<file path="src/rtl/tiny16_pkg.sv">
// Shared arbiter types: FSM state encoding, owner tags, counter sizing helper.
package tiny16_pkg;

    typedef enum logic [1:0] {
        ARB_IDLE = 2'd0,
        ARB_CPU  = 2'd1,
        ARB_DMA  = 2'd2
    } arb_state_t;

    localparam logic OWN_CPU = 1'b0;
    localparam logic OWN_DMA = 1'b1;

    function automatic int burst_cnt_w(input int max_burst);
        return (max_burst > 1) ? $clog2(max_burst) : 1;
    endfunction

endpackage

</file>
<file path="src/rtl/arb_burst_cnt.sv">
// Purpose: counts DMA accesses in the current burst, flags the last permitted one.
// Latency: term reflects the registered count (no input-to-term path).
// Backpressure: none; saturates at MAX_BURST-1 until cleared.
module arb_burst_cnt
    import tiny16_pkg::*;
#(
    parameter int MAX_BURST = 8
) (
    input  logic clk,
    input  logic rst,
    input  logic clr,
    input  logic inc,
    output logic term
);

    localparam int CW = burst_cnt_w(MAX_BURST);
    localparam logic [CW-1:0] TERM_VAL = CW'(MAX_BURST - 1);

    logic [CW-1:0] cnt;

    always_ff @(posedge clk) begin
        if (rst || clr) begin
            cnt <= '0;
        end else if (inc && !term) begin
            cnt <= cnt + CW'(1);
        end
    end

    assign term = (cnt == TERM_VAL);

endmodule

</file>
<file path="src/rtl/mem_arbiter.sv">
// Purpose: CPU/DMA arbiter for the single memory port; ARB_ROUND_ROBIN_EN selects RR tie-break in IDLE.
// Latency: grant one cycle after request in IDLE; rvalid one cycle after a read strobe.
// Backpressure: un-granted requests are ignored; DMA bursts capped at MAX_BURST while CPU waits.
module mem_arbiter
    import tiny16_pkg::*;
#(
    parameter int DATA_W    = 16,
    parameter int ADDR_W    = 16,
    parameter int MAX_BURST = 8
) (
    input  logic              clk,
    input  logic              rst,
    input  logic              cpu_req,
    input  logic              cpu_we,
    input  logic [ADDR_W-1:0] cpu_addr,
    input  logic [DATA_W-1:0] cpu_wdata,
    output logic              cpu_gnt,
    output logic              cpu_rvalid,
    input  logic              dma_req,
    input  logic              dma_we,
    input  logic [ADDR_W-1:0] dma_addr,
    input  logic [DATA_W-1:0] dma_wdata,
    output logic              dma_gnt,
    output logic              dma_rvalid,
    output logic              mem_en,
    output logic              mem_we,
    output logic [ADDR_W-1:0] mem_addr,
    output logic [DATA_W-1:0] mem_wdata,
    input  logic [DATA_W-1:0] mem_rdata,
    output logic [DATA_W-1:0] rdata
);

    arb_state_t state;
    arb_state_t state_nxt;
    logic       cpu_acc;
    logic       dma_acc;
    logic       burst_term;
    logic       cpu_first;

    assign cpu_acc = cpu_gnt & cpu_req;
    assign dma_acc = dma_gnt & dma_req;

`ifdef ARB_ROUND_ROBIN_EN
    logic last_owner;

    // Owner is only ever sampled in IDLE, so tracking the owning state is
    // equivalent to updating on each grant.
    always_ff @(posedge clk) begin
        if (rst) begin
            last_owner <= OWN_DMA;
        end else if (state == ARB_CPU) begin
            last_owner <= OWN_CPU;
        end else if (state == ARB_DMA) begin
            last_owner <= OWN_DMA;
        end
    end

    assign cpu_first = (last_owner == OWN_DMA);
`else
    assign cpu_first = 1'b1;
`endif

    always_comb begin
        state_nxt = state;
        case (state)
            ARB_IDLE: begin
                if (cpu_req && (!dma_req || cpu_first)) begin
                    state_nxt = ARB_CPU;
                end else if (dma_req) begin
                    state_nxt = ARB_DMA;
                end
            end
            ARB_CPU: begin
                if (!cpu_req) begin
                    state_nxt = dma_req ? ARB_DMA : ARB_IDLE;
                end
            end
            ARB_DMA: begin
                if (!dma_req) begin
                    state_nxt = cpu_req ? ARB_CPU : ARB_IDLE;
                end else if (cpu_req && burst_term) begin
                    state_nxt = ARB_CPU;
                end
            end
            default: state_nxt = ARB_IDLE;
        endcase
    end

    always_ff @(posedge clk) begin
        if (rst) begin
            state      <= ARB_IDLE;
            cpu_gnt    <= 1'b0;
            dma_gnt    <= 1'b0;
            cpu_rvalid <= 1'b0;
            dma_rvalid <= 1'b0;
        end else begin
            state      <= state_nxt;
            cpu_gnt    <= (state_nxt == ARB_CPU);
            dma_gnt    <= (state_nxt == ARB_DMA);
            cpu_rvalid <= cpu_acc & ~cpu_we;
            dma_rvalid <= dma_acc & ~dma_we;
        end
    end

    arb_burst_cnt #(
        .MAX_BURST (MAX_BURST)
    ) u_burst_cnt (
        .clk  (clk),
        .rst  (rst),
        .clr  (state_nxt != ARB_DMA),
        .inc  (dma_acc),
        .term (burst_term)
    );

    always_comb begin
        mem_en    = 1'b0;
        mem_we    = 1'b0;
        mem_addr  = '0;
        mem_wdata = '0;
        if (cpu_gnt) begin
            mem_en    = cpu_req;
            mem_we    = cpu_req & cpu_we;
            mem_addr  = cpu_addr;
            mem_wdata = cpu_wdata;
        end else if (dma_gnt) begin
            mem_en    = dma_req;
            mem_we    = dma_req & dma_we;
            mem_addr  = dma_addr;
            mem_wdata = dma_wdata;
        end
    end

    assign rdata = mem_rdata;

endmodule

</file>
<file path="config.mk">
export PLATFORM = sky130hd
export DESIGN_NAME = mem_arbiter
export DESIGN_NICKNAME = d
export VERILOG_FILES = /design/src/rtl/tiny16_pkg.sv /design/src/rtl/arb_burst_cnt.sv /design/src/rtl/mem_arbiter.sv
export SDC_FILE = /design/constraint.sdc
export NUM_CORES = 1
export LEC_CHECK = 0
export CAP_MARGIN = 10
export CELL_PAD_IN_SITES_DETAIL_PLACEMENT = 0
export CELL_PAD_IN_SITES_GLOBAL_PLACEMENT = 2
export CORE_AREA = 3 3 94 96
export DETAILED_ROUTE_END_ITERATION = 12
export DIE_AREA = 0 0 97 99
export GPL_TIMING_DRIVEN = 0
export PLACE_DENSITY_LB_ADDON = 0.1
export SYNTH_ARGS = -nofsm -noshare
export SYNTH_HDL_FRONTEND = slang
export SYNTH_SLANG_ARGS = --single-unit
</file>
<file path="constraint.sdc">
create_clock -name clk -period 3.7 [get_ports clk]
set_input_delay 0.74 -clock clk [delete_from_list [all_inputs] [get_ports clk]]
set_output_delay 0.74 -clock clk [all_outputs]
set_load 0.05 [all_outputs]
</file>
==> flow_metrics.env <==
export IMPL_synth_area_per_cell_um2=8.70
export IMPL_synth_nets=181
export IMPL_async_reset_ff_frac=0
export IMPL_clkTransAtPathRegs_ns=0.04
export IMPL_power_leakage_uw=0.000889
export IMPL_n_fill_cell=849
export IMPL_fin_area_um2=2220
export IMPL_synthAdderAreaFrac=0.0309
export IMPL_required_ns=2.96
export IMPL_tightest_slew_ns=0.552
export IMPL_start_kind="primary input"
export IMPL_crit_top_cell="clkdlybuf4s50_1"
export IMPL_area_growth_pct=174
export IMPL_drt_wl_total_um=4950
export IMPL_max_stage_delay_ns=0.83
export IMPL_power_density_nw_per_um2=243
export IMPL_final_setup_viol_count=0
export IMPL_clock_path_buffers=2
export IMPL_yosys_area_share_simple=0.130
export IMPL_synth_mux_area_frac=0.0247
export IMPL_cts_root_buf="clkbuf_8"
export IMPL_hold_viol=0
export IMPL_setup_worst_path_start="dma_req"
export IMPL_die_w_um=97
export IMPL_antenna_found_initial=0
export IMPL_coreArea_um2=8130
export IMPL_place_congestion=0.799
export IMPL_timing_setup_tns_ns=0
export IMPL_wl_per_cell_um=15.2
export IMPL_min_delay_start="u_burst_cnt.cnt[2]"
export IMPL_die_area_um2=9600
export IMPL_vias=1208
export IMPL_synthesis_area_um2=810
export IMPL_io_buffers=123
export IMPL_layout_drive_gt1_share=0.118
export IMPL_synth_xor_xnor_area_share=0.0108
export IMPL_maxSlewHeadroom=0.631
export IMPL_firstDrtPassIters=3
export IMPL_worstSetupPathType="primary input to primary output"
export IMPL_antenna_cells=0
export IMPL_postCtsSetupRepairBufs=0
export IMPL_drt_iter0_markers=5
export IMPL_synth_flop_cell="dfxtp_1"
export IMPL_start_util=0.0995
export IMPL_finalCritPeriodShare=0.845
export IMPL_postCtsResizedCells=0
export IMPL_max_freq_mhz=320
export IMPL_synthCells=93
export IMPL_crit_chain="clkdlybuf4s50_1 -> nand3_1 -> o21ai_0 -> clkdlybuf4s50_1"
export IMPL_placed_cell_area_um2=2170
export IMPL_cp_num_buf_inv=2
export IMPL_reg2reg_from="u_burst_cnt.cnt[0]"
export IMPL_numCtsBuffers=3
export IMPL_cts_sinks=9
export IMPL_synth_common_cells="a22o_1 (31), buf_4 (19), dfxtp_1 (9), nand2_1 (4), o21ai_0 (4)"
export IMPL_synth_edff_count=0
export IMPL_status="completed"
export IMPL_grt_max_degree=11
export IMPL_arrival_ns=2.38
export IMPL_ys_ff_latch=9
export IMPL_num_io_pins=140
export IMPL_synth_cell_type_count=21
export IMPL_maxCapViolations=0
export IMPL_htree_num_levels=1
export IMPL_critPathMaxFanout=5
export IMPL_synth_top_area_frac=0.335
export IMPL_dpl_hpwl_um=4340
export IMPL_cts_tree="built"
export IMPL_synth_top_area_cell="a22o_1"
export IMPL_route_detailed_drc=0
export IMPL_whs_ns=0.502
export IMPL_hp_class="flip-flop to flip-flop"
export IMPL_finalClockSkew_ns=0.00218
export IMPL_crit_family="buffers and inverters"
export IMPL_grtUsageTotal=0.0974
export IMPL_routed_via_density=3.72
export IMPL_ir_worst_vdd_v=0.000129
export IMPL_synthTopCellsByArea="a22o_1 (34%), dfxtp_1 (22%), buf_4 (18%), ha_1 (3.1%), mux2i_1 (2.5%)"
export IMPL_finalNetCount=309
export IMPL_ant_nets=0
export IMPL_layout_min_cycle_time_ns=3.12
export IMPL_rsz0062_at_grt="no"
export IMPL_synth_compound_area_frac=0.372
export IMPL_cpMaxStageDelayCell="clkdlybuf4s50_1"
export IMPL_grt_pass1_vias=1214
export IMPL_synth_top_family_by_area="compound AO/OA/AOI/OAI gates"
export IMPL_ys_warn_count=0
export IMPL_endpoint_kind="primary output"
export IMPL_num_rows=33
export IMPL_hold_buffers=0
export IMPL_yosysMostFrequentCell="a22o_1"
export IMPL_die_height_um=99
export IMPL_grt_pass1_wl_um=7500
export IMPL_ys_seq_area_frac=0.223
export IMPL_grt_overflow_total=0
export IMPL_worstSkewPairLatency_ns=0.23
export IMPL_slew_violations=0
[stage by stage]
stage / setup WS [ns] / power [uW] / utilization / cells
2_1_floorplan: 0.970 / 279 / - / 93
3_3_place_gp: 0.548 / 432 / 0.267 / 321
3_5_place_dp: 0.524 / 431 / 0.267 / 321
4_1_cts: 0.522 / 547 / 0.273 / 325
5_1_grt: 0.468 / 564 / 0.273 / 325
6_report: 0.575 / 539 / 0.273 / 325
[flip-flops by register name, summed over array words and instances (netlist names)]
signal           count
state                2
dma_gnt              1
cpu_gnt              1
u_burst_cnt.cnt      3
dma_rvalid           1
cpu_rvalid           1
[kinds of logic after synthesis]
family,after synthesis
buffers and inverters,25
XOR/XNOR,1
AO/OA/AOI/OAI,36
adder cells (fa/ha/maj),2
AND/OR/NAND/NOR,18
flip-flops,9
multiplexers,2
[layout by cell type, fill, tap and decap left out, drive strengths merged]
cell and count:
clkbuf 5, nand3b 1, nand2b 2, a221o 1, nor4bb 1, inv 2
nor3 1, and2b 2, mux2i 2, xor2 1, nand3 2, dfxtp 9
and3b 2, o21ai 4, clkdlybuf4s50 123, ha 2, nand2 4, a22o 31
nor2 3, buf 22
[worst paths after layout]
check                       endpoint  slack, ns  cells past startpoint
hold reg to reg   u_burst_cnt.cnt[2]       0.50                      2
setup reg to reg  u_burst_cnt.cnt[0]       2.26                      5
hold / removal    u_burst_cnt.cnt[2]       0.50                      2
setup / recovery              mem_we       0.58                      4
[worst register-to-register path, cell delays in order, from the launching register on]
cell	delay, ns
dfxtp_1	0.31
ha_1	0.20
ha_1	0.20
nand2b_1	0.14
a221o_1	0.39
nor2_1	0.13
[power by group]
part | total, uW | switching (uW) | internal [uW]
clock network | 112 | 37.2 | 74.9
registers | 103 | 2.57 | 100
logic | 324 | 172 | 151
total | 539 | 212 | 326
[cell type report]
| cell class | count | area (um^2) | share of cell area |
|---|---|---|---|
| Tap cell | 105 | 131 | 0.0593 |
| Timing Repair Buffer | 123 | 1230 | 0.555 |
| Multi-Input combinational cell | 59 | 460 | 0.208 |
| Clock buffer | 4 | 45.0 | 0.0203 |
| Buffer | 23 | 161 | 0.0728 |
| Inverter | 2 | 7.51 | 0.00339 |
| Sequential cell | 9 | 180 | 0.0813 |
[routing by layer]
layer / share of wire / wire (um) / global-route usage / vias up
li1: - / - / - / 590
met1: 0.41 / 2020 / 0.118 / 535
met2: 0.51 / 2520 / 0.184 / 81
met3: 0.079 / 390 / 0.0191 / 2
met4: 0.0034 / 17 / 0.00972 / 0
met5: 0 / 0 / 0 / -
Power figures use the tool's default switching activity.
